--- config.mk ---
export PLATFORM = sky130hd
export DESIGN_NAME = mem_arbiter_flat
export DESIGN_NICKNAME = d
export VERILOG_FILES = /design/src/rtl/mem_arbiter_if.sv /design/src/rtl/mem_arbiter.sv /design/src/flat_wrapper.sv
export SDC_FILE = /design/constraint.sdc
export NUM_CORES = 1
export LEC_CHECK = 0
export CORE_AREA = 8 8 110 112
export CTS_CLUSTER_DIAMETER = 50
export DETAILED_ROUTE_END_ITERATION = 7
export DIE_AREA = 0 0 118 120
export HOLD_SLACK_MARGIN = 0.12
export PLACE_DENSITY = 0.69
export SKIP_LAST_GASP = 1
export SLEW_MARGIN = 20
export SYNTH_ARGS = -nofsm -noshare
export SYNTH_HDL_FRONTEND = slang
export SYNTH_SLANG_ARGS = --single-unit
--- constraint.sdc ---
create_clock -name clk -period 5 [get_ports clk]
set_input_delay 1 -clock clk [delete_from_list [all_inputs] [get_ports clk]]
set_output_delay 1 -clock clk [all_outputs]
set_load 0.05 [all_outputs]
--- src/rtl/mem_arbiter_if.sv ---
// mem_arbiter_if: cache-to-memory handshake between one cache controller and the arbiter
interface mem_arbiter_if;
  logic        req;
  logic        re;
  logic        we;
  logic        gnt;
  logic        ready;
  logic [31:0] addr;
  logic [31:0] dataOut;
  logic [31:0] dataIn;
  modport master (output req, addr, dataOut, re, we, input gnt, dataIn, ready);
  modport slave (input req, addr, dataOut, re, we, output gnt, dataIn, ready);
endinterface

--- src/rtl/mem_arbiter.sv ---
// mem_arbiter: burst-granular two-master memory port arbiter with rotating priority and beat-budget preemption
module mem_arbiter #(
  parameter int MAX_BURST = 256,
  parameter int CNT_WIDTH = 9
) (
  input  logic         clk,
  input  logic         res,
  mem_arbiter_if.slave i_bus,
  mem_arbiter_if.slave d_bus,
  output logic [31:0]  mem_addr,
  output logic [31:0]  mem_dataOut,
  output logic         mem_re,
  output logic         mem_we,
  input  logic [31:0]  mem_dataIn,
  input  logic         mem_ready
);
  typedef enum logic [1:0] {S_IDLE, S_GNT_I, S_GNT_D} state_t;
  localparam logic [CNT_WIDTH-1:0] MAX = CNT_WIDTH'(MAX_BURST);
  state_t               state_q, state_d;
  logic                 last_q, last_d;
  logic [CNT_WIDTH-1:0] cnt_q, cnt_d;
  logic                 sel_i, sel_d, x_req, o_req, strobe, beat;
  // Both requesting: the master that did not hold the bus last wins
  function automatic state_t arb(input logic ri, input logic rd, input logic last);
    return (ri & rd) ? (last ? S_GNT_I : S_GNT_D) : ri ? S_GNT_I : rd ? S_GNT_D : S_IDLE;
  endfunction
  // Route the owning master onto the memory port; write beats a simultaneous read
  always_comb begin
    sel_i         = state_q == S_GNT_I;
    sel_d         = state_q == S_GNT_D;
    x_req         = sel_i ? i_bus.req : sel_d ? d_bus.req : 1'b0;
    o_req         = sel_i ? d_bus.req : i_bus.req;
    mem_we        = sel_i ? i_bus.we : sel_d ? d_bus.we : 1'b0;
    mem_re        = (sel_i ? i_bus.re : sel_d ? d_bus.re : 1'b0) & ~mem_we;
    mem_addr      = sel_i ? i_bus.addr : sel_d ? d_bus.addr : '0;
    mem_dataOut   = sel_i ? i_bus.dataOut : sel_d ? d_bus.dataOut : '0;
    strobe        = mem_re | mem_we;
    beat          = strobe & mem_ready;
    i_bus.gnt     = sel_i;
    d_bus.gnt     = sel_d;
    i_bus.ready   = sel_i & beat;
    d_bus.ready   = sel_d & beat;
    i_bus.dataIn  = sel_i ? mem_dataIn : '0;
    d_bus.dataIn  = sel_d ? mem_dataIn : '0;
  end
  // Hold through an open beat, preempt on budget exhaustion, else re-arbitrate once the owner lets go
  always_comb begin
    state_d = (strobe & ~mem_ready) ? state_q :
              (beat && cnt_q + 1'b1 == MAX && o_req) ? (sel_i ? S_GNT_D : S_GNT_I) :
              (~x_req & ~strobe) ? arb(i_bus.req, d_bus.req, last_q) : state_q;
    last_d  = state_d == S_GNT_I ? 1'b0 : state_d == S_GNT_D ? 1'b1 : last_q;
    cnt_d   = state_d != state_q ? '0 : (beat && cnt_q != MAX) ? cnt_q + 1'b1 : cnt_q;
  end
  // Arbitration state; lastGnt resets to D so I wins the first tie
  always_ff @(posedge clk or negedge res) begin
    if (!res) begin
      state_q <= S_IDLE;
      last_q  <= 1'b1;
      cnt_q   <= '0;
    end else begin
      state_q <= state_d;
      last_q  <= last_d;
      cnt_q   <= cnt_d;
    end
  end
  a_hold_i: assert property (@(posedge clk) disable iff (!res)
    (sel_i && (i_bus.re | i_bus.we) && !mem_ready) |=> $stable({i_bus.re, i_bus.we, i_bus.addr, i_bus.dataOut}));
  a_hold_d: assert property (@(posedge clk) disable iff (!res)
    (sel_d && (d_bus.re | d_bus.we) && !mem_ready) |=> $stable({d_bus.re, d_bus.we, d_bus.addr, d_bus.dataOut}));
endmodule
--- src/flat_wrapper.sv ---
// flat-port wrapper written by rule: the top's interface ports become plain ports
module mem_arbiter_flat 
#(
  parameter int MAX_BURST = 256,
  parameter int CNT_WIDTH = 9
)
  (clk, res, mem_addr, mem_dataOut, mem_re, mem_we, mem_dataIn, mem_ready, i_bus_req, i_bus_addr, i_bus_dataOut, i_bus_re, i_bus_we, i_bus_gnt, i_bus_dataIn, i_bus_ready, d_bus_req, d_bus_addr, d_bus_dataOut, d_bus_re, d_bus_we, d_bus_gnt, d_bus_dataIn, d_bus_ready);
  mem_arbiter_if i_bus_i ();
  mem_arbiter_if d_bus_i ();
  input  logic clk;
  input  logic res;
  output logic [31:0] mem_addr;
  output logic [31:0] mem_dataOut;
  output logic mem_re;
  output logic mem_we;
  input  logic [31:0] mem_dataIn;
  input  logic mem_ready;
  input wire logic [$bits(i_bus_i.req)-1:0] i_bus_req;
  input wire logic [$bits(i_bus_i.addr)-1:0] i_bus_addr;
  input wire logic [$bits(i_bus_i.dataOut)-1:0] i_bus_dataOut;
  input wire logic [$bits(i_bus_i.re)-1:0] i_bus_re;
  input wire logic [$bits(i_bus_i.we)-1:0] i_bus_we;
  output wire logic [$bits(i_bus_i.gnt)-1:0] i_bus_gnt;
  output wire logic [$bits(i_bus_i.dataIn)-1:0] i_bus_dataIn;
  output wire logic [$bits(i_bus_i.ready)-1:0] i_bus_ready;
  input wire logic [$bits(d_bus_i.req)-1:0] d_bus_req;
  input wire logic [$bits(d_bus_i.addr)-1:0] d_bus_addr;
  input wire logic [$bits(d_bus_i.dataOut)-1:0] d_bus_dataOut;
  input wire logic [$bits(d_bus_i.re)-1:0] d_bus_re;
  input wire logic [$bits(d_bus_i.we)-1:0] d_bus_we;
  output wire logic [$bits(d_bus_i.gnt)-1:0] d_bus_gnt;
  output wire logic [$bits(d_bus_i.dataIn)-1:0] d_bus_dataIn;
  output wire logic [$bits(d_bus_i.ready)-1:0] d_bus_ready;
  assign i_bus_i.req = i_bus_req;
  assign i_bus_i.addr = i_bus_addr;
  assign i_bus_i.dataOut = i_bus_dataOut;
  assign i_bus_i.re = i_bus_re;
  assign i_bus_i.we = i_bus_we;
  assign i_bus_gnt = i_bus_i.gnt;
  assign i_bus_dataIn = i_bus_i.dataIn;
  assign i_bus_ready = i_bus_i.ready;
  assign d_bus_i.req = d_bus_req;
  assign d_bus_i.addr = d_bus_addr;
  assign d_bus_i.dataOut = d_bus_dataOut;
  assign d_bus_i.re = d_bus_re;
  assign d_bus_i.we = d_bus_we;
  assign d_bus_gnt = d_bus_i.gnt;
  assign d_bus_dataIn = d_bus_i.dataIn;
  assign d_bus_ready = d_bus_i.ready;
  mem_arbiter #(.MAX_BURST(MAX_BURST), .CNT_WIDTH(CNT_WIDTH)) u_core (.clk(clk), .res(res), .i_bus(i_bus_i), .d_bus(d_bus_i), .mem_addr(mem_addr), .mem_dataOut(mem_dataOut), .mem_re(mem_re), .mem_we(mem_we), .mem_dataIn(mem_dataIn), .mem_ready(mem_ready));
endmodule
==> metrics.csv, run 1 <==
metric,value,unit
Critical Path AT,3.03,ns
Worst Max-Slew Pin Slew,0.801,ns
most frequent cells in the layout,"302 x clkdlybuf4s50_1, 66 x a22o_1, 64 x and2_1",
TritonCTS clock tree,yes,
leak pwr,2.02,nW
DP HPWL,14.1,mm
clock network power share,3.0,%
Max clock buf depth,2,
Num CTS Buffers,3,
placer congestion estimate,0.883,
sequential fraction of the synthesis area,15.0,%
vias,3233,
final hold viol count,0,
ys flop type,dfrtp_1,
endpoint class of the critical path,output port,
CTS root buffer,clkbuf_8,
final setup fails,0,
"Net Count, Synth",434,
I/O pin count,303,
number of H-tree levels,1,
Final min period,4.03,ns
Overflow after GRT,0,
YS warnings,0,
sequential share of power,4.1,%
vias in the first global route,3313,
DRT Wirelength,16.1,mm
largest net degree at the start of global routing,67,
Antenna Nets Post-Route,0,
max_cap viols,0,
Crit path required time,4.00,ns
Max VDD drop,0.000429,V
status,completed,
"most common cell after layout, fill and taps aside",clkdlybuf4s50_1,
WL/cell,23.4,um
Initial Util,19.1,%
CTS hold repair buffers,0,
asr flop ratio synth,100,%
cell row count,38,
Placed Cells,683,
Slew HR,46.0,%
crit-path max FO,12,
DRT Pass-1 Iters,4,
post-CTS sizing,0,
R2R cell count,8,
Setup WS pre-CTS,0.978,ns
Fin Clk Skew,0.00247,ns
total die area,14200,sq um
syn_area_per_cell,7.68,sq um
"Net count, final",721,
postcts setup bufs,0,
initial antenna violation count,2,
flop-to-flop setup slack,2.12,ns
Final Cycle Share,80.7,%
Core Area,10500,sq um
Port Buffers,302,
CP startpoint kind,primary input,
sw frac,63.1,%
clock slew at reported path FFs,0.05,ns
RSZ-0062 raised after global routing,no,
f_max,248,MHz
Final Cell Area,5230,sq um
Pins Over Slew Limit,0,
worst hold margin,0.497,ns
TritonCTS Sinks,12,
share of layout cells above drive strength 1,3.11,%
Final WS setup,0.967,ns
Final Power,3.57,mW
number of antenna diodes,0,
NetSw,2.25,mW
GR Util All Layers,21.1,%
"Core Util, Final",49.8,%
Post-Synthesis Cells,261,
DR DRC count,0,
worst hold stages,2,
post-synthesis register bit count,12,
Area after DPL,5170,sq um
Initial DRC Count,208,
combinational power share,92.9,%
first-pass GRT wire length,22.6,mm
power per cell area,682,nW/um^2
TNS Setup,0,ns
mapped cell area,2010,sq um
Post-Layout Cell Count,687,
# fillers,971,
Int Power,1.32,mW
DR vias/cell,4.71,
"EDFF count, synth",0,
WS Path Type,in -> out,
Netlist cell types,42,
hold crit path type,reg -> reg,
chip width,118,um
area delta synth->final,161,%
worst skew pair latency,0.24,ns
DIE HEIGHT,120,um
## worst paths after layout
kind | startpoint | end
max in group asynchronous | res | u_core.last_q$_DFFE_PN1P_
max reg2reg | u_core.cnt_q[1]$_DFFE_PN0P_ | u_core.last_q$_DFFE_PN1P_
max | d_bus_we | i_bus_ready
min | u_core.last_q$_DFFE_PN1P_ | u_core.last_q$_DFFE_PN1P_
min in group asynchronous | res | u_core.cnt_q[6]$_DFFE_PN0P_
min reg2reg | u_core.last_q$_DFFE_PN1P_ | u_core.last_q$_DFFE_PN1P_
## power by group through the flow
stage          clock network (mW)  registers, mW  logic [mW]
2_1_floorplan                   0          0.138        2.11
3_3_place_gp                    0          0.145        3.33
3_5_place_dp                    0          0.147        3.33
4_1_cts                     0.112          0.146        3.34
5_1_grt                     0.113          0.151        3.47
6_report                    0.107          0.146        3.31
## kinds of logic (layout without fill, tap and decap cells)
kind of cell / count (synthesis) / in the layout / synth area share [%]
adder cells (fa/ha/maj): 5 / 5 / 2.99
flip-flops: 12 / 12 / 15.0
AND/OR/NAND/NOR: 108 / 108 / 32.3
AO/OA/AOI/OAI: 90 / 90 / 36.9
multiplexers: 6 / 6 / 3.24
XOR/XNOR: 8 / 8 / 3.49
buffers and inverters: 32 / 318 / 6.05
## cell type report
cell class	count	area [sq um]	share of cell area [%]
inverters	8	30.0	0.574
flip-flops and latches	12	302	5.77
clock buffers	4	55.1	1.05
well taps	140	175	3.35
repair buffers	306	3080	58.9
multi-input cells	217	1590	30.4
## critical path, cell delays in order
cell and delay [ns]:
clkdlybuf4s50_1 0.52, o21ai_0 0.11, o22ai_1 0.17, buf_4 0.20, nand2_1 0.10, nor2_1 0.13, clkdlybuf4s50_1 0.82
## flip-flops by register name (all words and copies together) (netlist names)
register	flops
u_core.cnt_q	9
u_core.state_q	2
u_core.last_q	1
## routing by layer
layer	GRT usage [%]	vias to the layer above	share of wire, %
met5	0	-	0.17
met4	3.28	4	1.3
met3	13.8	16	16
met2	33.5	200	45
met1	23.6	1477	37
li1	-	1536	-
## synth_stat cells, types with 2 or more instances
master,number,area (sq um)
nor2_1,12,45.0
nand3_1,5,25.0
mux2i_1,5,50.1
a22o_1,66,578
and3_1,2,12.5
and2_1,64,400
inv_1,7,26.3
o21ai_0,9,45.0
nor3_1,4,20.0
ha_1,4,50.1
or3_1,3,18.8
dfrtp_1,11,275
nand4_1,2,12.5
a21oi_1,4,20.0
nand2_1,8,30.0
clkbuf_1,23,86.3
xnor2_1,3,26.3
xor2_1,5,43.8
(Power assumes the default switching activity.)
==> run 2: changes to the inputs <==
Settings changed: PLACE_DENSITY 0.69 to 0.72.
Clock period 5 ns to 3.7 ns, I/O delays scaled along.
==> run 2 against run 1 <==
First-iteration DRC count is 12% lower. Global-route usage is 0.58 points higher. Worst hold slack better by 0.0090 ns. Worst setup slack worse by 0.53 ns. Clock-buffer cell count did not move. Non-clock buffer count increased by 5. Core utilization shrank 1.5 points. Sequential share of layout area increased by 0.18 points.
==> metrics.csv, run 2 (same netlist as run 1, synthesis figures left out) <==
metric,value,unit
status,completed,
WS Path Type,reg -> out,
# fillers,1009,
Hold Startpoint,u_core.last_q$_DFFE_PN1P_,
CTS hold repair buffers,0,
Sequential Area,302,sq um
chip width,118,um
Placed Cells,688,
initial antenna violation count,0,
crit path cell chain,"nor2b_4, o21ai_0, nor2_1, clkdlybuf4s50_1",
Num CTS Buffers,3,
Slew HR,61.2,%
clock slew at reported path FFs,0.05,ns
area delta synth->final,153,%
Worst Max-Slew Pin Slew,0.580,ns
Critical Path AT,2.52,ns
Final Cycle Share,88.1,%
DRT Wirelength,16.7,mm
largest net degree at the start of global routing,46,
DP HPWL,14.8,mm
crit-path max FO,21,
Max VDD drop,0.000673,V
CTS root buffer,clkbuf_8,
placer congestion estimate,0.909,
I/O pin count,303,
flop-to-flop setup slack,0.82,ns
worst skew pair latency,0.25,ns
final setup fails,0,
Post-Layout Cell Count,692,
most frequent cells in the layout,"228 x clkdlybuf4s50_1, 81 x buf_4, 66 x a22o_1",
RSZ-0062 raised after global routing,no,
DR DRC count,0,
Overflow after GRT,0,
DIE HEIGHT,120,um
largest reg by FF count,u_core.cnt_q,
GR Util All Layers,21.7,%
R2R cell count,8,
vias,3231,
Final min period,3.26,ns
CP startpoint kind,flop,
max FFs per register,9,
Critical R2R Capture,u_core.last_q$_DFFE_PN1P_,
TritonCTS clock tree,yes,
hold crit path type,reg -> reg,
max_cap viols,0,
DRT Pass-1 Iters,4,
Pins Over Slew Limit,0,
endpoint class of the critical path,output port,
Worst Setup EP,d_bus_ready,
leak pwr,2.15,nW
"slowest stage delay, CP",0.83,ns
Area after DPL,5030,sq um
Initial Util,19.1,%
worst r2r src,u_core.cnt_q[1]$_DFFE_PN0P_,
area of the multi-input gates,1590,sq um
"most common cell after layout, fill and taps aside",clkdlybuf4s50_1,
Final Cell Area,5070,sq um
first-pass GRT wire length,23.1,mm
post-CTS sizing,0,
number of H-tree levels,1,
Antenna Nets Post-Route,0,
Fin Clk Skew,0.00266,ns
Max clock buf depth,2,
TNS Setup,0,ns
vias in the first global route,3300,
Core Area,10500,sq um
"Net count, final",726,
slowest cell on the critical path,clkdlybuf4s50_1,
number of antenna diodes,0,
postcts setup bufs,0,
Crit path required time,2.96,ns
f_max,307,MHz
total die area,14200,sq um
final hold viol count,0,
WL/cell,24.1,um
share of layout cells above drive strength 1,17.2,%
TritonCTS Sinks,12,
largest registers,"u_core.cnt_q (9), u_core.state_q (2), u_core.last_q (1)",
DR vias/cell,4.67,
cell row count,38,
Initial DRC Count,183,
power per cell area,934,nW/um^2
Critical path origin,u_core.state_q[1]$_DFF_PN0_,
Port Buffers,302,
## run 2: cell types whose count changed in the layout (fill, tap and decap cells not counted)
cell / previous run / this run
buf_4: 2 / 81
clkdlybuf4s50_1: 302 / 228
clkbuf_1: 0 / 1
clkbuf_8: 4 / 3
## run 2: worst min path at each step
| stage | endpoint | slack [ns] | cells past startpoint |
|---|---|---|---|
| after floorplan | u_core.cnt_q[0]$_DFFE_PN0P_ | 0.44 | 0 |
| after global placement | u_core.last_q$_DFFE_PN1P_ | 0.50 | 2 |
| after detailed placement | u_core.last_q$_DFFE_PN1P_ | 0.49 | 2 |
| after CTS | u_core.last_q$_DFFE_PN1P_ | 0.50 | 2 |
| after global routing | u_core.last_q$_DFFE_PN1P_ | 0.52 | 2 |
| final | u_core.last_q$_DFFE_PN1P_ | 0.51 | 2 |
## run 2: metal layers
metal / track usage, % / vias up / wire (um)
li1: - / 1548 / -
met3: 13.7 / 5 / 2580
met5: 0 / - / 0
met2: 34.0 / 181 / 7490
met4: 2.40 / 0 / 71
met1: 25.2 / 1497 / 6510
## run 2: layout make-up
type / count / area share (%)
Timing Repair Buffer: 311 / 57.8
Multi-Input combinational cell: 217 / 31.4
Inverter: 8 / 0.592
Clock buffer: 4 / 0.888
Tap cell: 140 / 3.45
Sequential cell: 12 / 5.94
## run 2: power breakdown
group          total (mW)  leakage, nW  internal [mW]  switching [mW]
clock network       0.129       0.0228         0.0763          0.0530
logic                4.41         1.97           1.41            2.99
registers           0.199        0.159          0.161          0.0388
## run 2: per-stage QoR
stage	total power, mW	utilization [%]	setup WS (ns)	hold WS (ns)
detailed placement	4.61	47.8	0.340	0.489
CTS	4.76	48.3	0.449	0.500
global placement	4.61	47.8	0.418	0.497
floorplan	3.04	-	0.903	0.444
global route	4.94	48.3	0.293	0.523
finish	4.74	48.3	0.440	0.506
## run 2: worst max-delay path: cells and delay by family (launching register included)
family                 cells  cell delay (ns)
DFF                        1             0.46
buffers and inverters      1             0.83
and+or+nand+nor            2             0.69
AOI/OAI and AO/OA          1             0.29
==> run 3: changes to the inputs <==
--- a/config.mk
+++ b/config.mk
@@ -6,4 +6,5 @@
 export NUM_CORES = 1
 export LEC_CHECK = 0
+export CAP_MARGIN = 5
 export CORE_AREA = 8 8 110 112
 export CTS_CLUSTER_DIAMETER = 50
==> constraint.sdc (replaced) <==
create_clock -name clk -period 3.7 [get_ports clk]
set_input_delay 0.555 -clock clk [delete_from_list [all_inputs] [get_ports clk]]
set_output_delay 0.555 -clock clk [all_outputs]
set_load 0.05 [all_outputs]
==> run 3 against run 2 <==
Global-route usage is 0.13 points lower. Flip-flop and latch count unchanged. Routed wire length hardly changed. Clock skew shrank 0.0012 ns. Critical path depth increased by 1. Largest power group unchanged. Critical endpoint is now mem_addr[27]. Highest routed layer unchanged. Die area is the same. Sequential power about the same. Maximum frequency increased by 6.1%. Critical path type unchanged. Clock-buffer cell count unchanged.
==> metrics.csv, run 3 (same netlist as run 1, synthesis figures left out) <==
metric,value,unit
Initial DRC Count,230,
status,completed,
TritonCTS clock tree,yes,
DRT Pass-1 Iters,6,
max FFs per register,9,
number of antenna diodes,0,
"slowest stage delay, CP",0.85,ns
WS Path Type,reg -> out,
"Net count, final",723,
largest reg by FF count,u_core.cnt_q,
Pins Over Slew Limit,0,
f_max,325,MHz
initial antenna violation count,0,
DR vias/cell,4.71,
"Buf+Inv Stages, Crit Path",3,
RSZ-0062 raised after global routing,no,
uppermost routed layer,met4,
vias,3243,
final setup fails,0,
hold crit path type,reg -> reg,
number of H-tree levels,1,
Num CTS Buffers,3,
power per cell area,934,nW/um^2
WL met2,7.37,mm
largest registers,"u_core.cnt_q (9), u_core.state_q (2), u_core.last_q (1)",
Placed Cells,685,
most frequent cells in the layout,"266 x clkdlybuf4s50_1, 66 x a22o_1, 64 x and2_1",
leak pwr,2.08,nW
first-pass GRT wire length,23.0,mm
post-CTS sizing,0,
Sequential Area,302,sq um
final hold viol count,0,
DIE HEIGHT,120,um
"most common cell after layout, fill and taps aside",clkdlybuf4s50_1,
endpoint class of the critical path,output port,
Core Area,10500,sq um
M1 WL,6.79,mm
area delta synth->final,156,%
Max VDD drop,0.000621,V
GR Util All Layers,21.5,%
postcts setup bufs,0,
CP startpoint kind,flop,
cell row count,38,
TNS Setup,0,ns
Slew HR,43.7,%
Antenna Nets Post-Route,0,
clock slew at reported path FFs,0.06,ns
Fin Clk Skew,0.00148,ns
placer congestion estimate,0.918,
worst skew pair latency,0.25,ns
crit path cell chain,"nand2b_4, inv_2, buf_12, a22o_1, clkdlybuf4s50_1",
chip width,118,um
Worst Max-Slew Pin Slew,0.835,ns
WL/cell,24.2,um
area of the multi-input gates,1590,sq um
Port Buffers,302,
slowest cell on the critical path,clkdlybuf4s50_1,
share of layout cells above drive strength 1,10.0,%
DR DRC count,0,
I/O pin count,303,
met3 WL post-DR,2.34,mm
CTS root buffer,clkbuf_8,
Final min period,3.07,ns
crit-path max FO,55,
Initial Util,19.1,%
# fillers,977,
Final Cycle Share,83.0,%
CTS hold repair buffers,0,
Post-Layout Cell Count,689,
Critical Path AT,2.52,ns
Crit path max-delay family,buffers and inverters,
TritonCTS Sinks,12,
DP HPWL,14.5,mm
vias in the first global route,3222,
DRT Wirelength,16.6,mm
Max clock buf depth,2,
total die area,14200,sq um
max_cap viols,0,
Crit path required time,3.14,ns
Overflow after GRT,0,
largest net degree at the start of global routing,56,
run 3: stage by stage:
step | hold WS (ns) | util [%] | power [mW] | setup slack [ns] | area, sq um
2_1_floorplan | 0.259 | - | 3.04 | 1.07 | 2010
3_3_place_gp | 0.503 | 48.4 | 4.65 | 0.579 | 5090
3_5_place_dp | 0.509 | 48.4 | 4.65 | 0.513 | 5090
4_1_cts | 0.515 | 48.9 | 4.82 | 0.636 | 5140
5_1_grt | 0.555 | 48.9 | 5.00 | 0.534 | 5140
6_report | 0.520 | 48.9 | 4.80 | 0.627 | 5140
run 3: report_power, final:
group | switching, mW | internal, mW
combinational | 2.98 | 1.47
sequential | 0.0386 | 0.161
clock | 0.0580 | 0.0945
total | 3.08 | 1.72
run 3: worst paths after layout:
path | start | end | slack, ns | depth (start not counted)
min | u_core.last_q$_DFFE_PN1P_ | u_core.last_q$_DFFE_PN1P_ | 0.52 | 2
min reg2reg | u_core.last_q$_DFFE_PN1P_ | u_core.last_q$_DFFE_PN1P_ | 0.52 | 2
max in group asynchronous | res | u_core.state_q[0]$_DFF_PN0_ | 2.65 | 1
min in group asynchronous | res | u_core.cnt_q[4]$_DFFE_PN0P_ | 0.67 | 1
max | u_core.state_q[1]$_DFF_PN0_ | mem_addr[27] | 0.63 | 5
max reg2reg | u_core.cnt_q[1]$_DFFE_PN0P_ | u_core.last_q$_DFFE_PN1P_ | 0.83 | 8
run 3: worst register-to-register path, stage by stage, from the launching register on:
cell,delay (ns)
dfrtp_1,0.42
ha_1,0.33
nand3_1,0.16
or3_1,0.46
xor2_1,0.19
or4_4,0.58
mux2i_1,0.25
ha_1,0.28
mux2i_1,0.15
run 3: area by class of cell:
class | count | area share, %
Multi-Input combinational cell | 217 | 30.9
Tap cell | 140 | 3.41
Sequential cell | 12 | 5.86
Timing Repair Buffer | 308 | 58.2
Inverter | 8 | 0.584
Clock buffer | 4 | 1.07
run 3: metal layers:
metal / GRT usage, % / vias to the layer above
li1: - / 1538
met1: 25.7 / 1485
met2: 33.3 / 209
met3: 12.5 / 11
met4: 3.52 / 0
met5: 0 / -
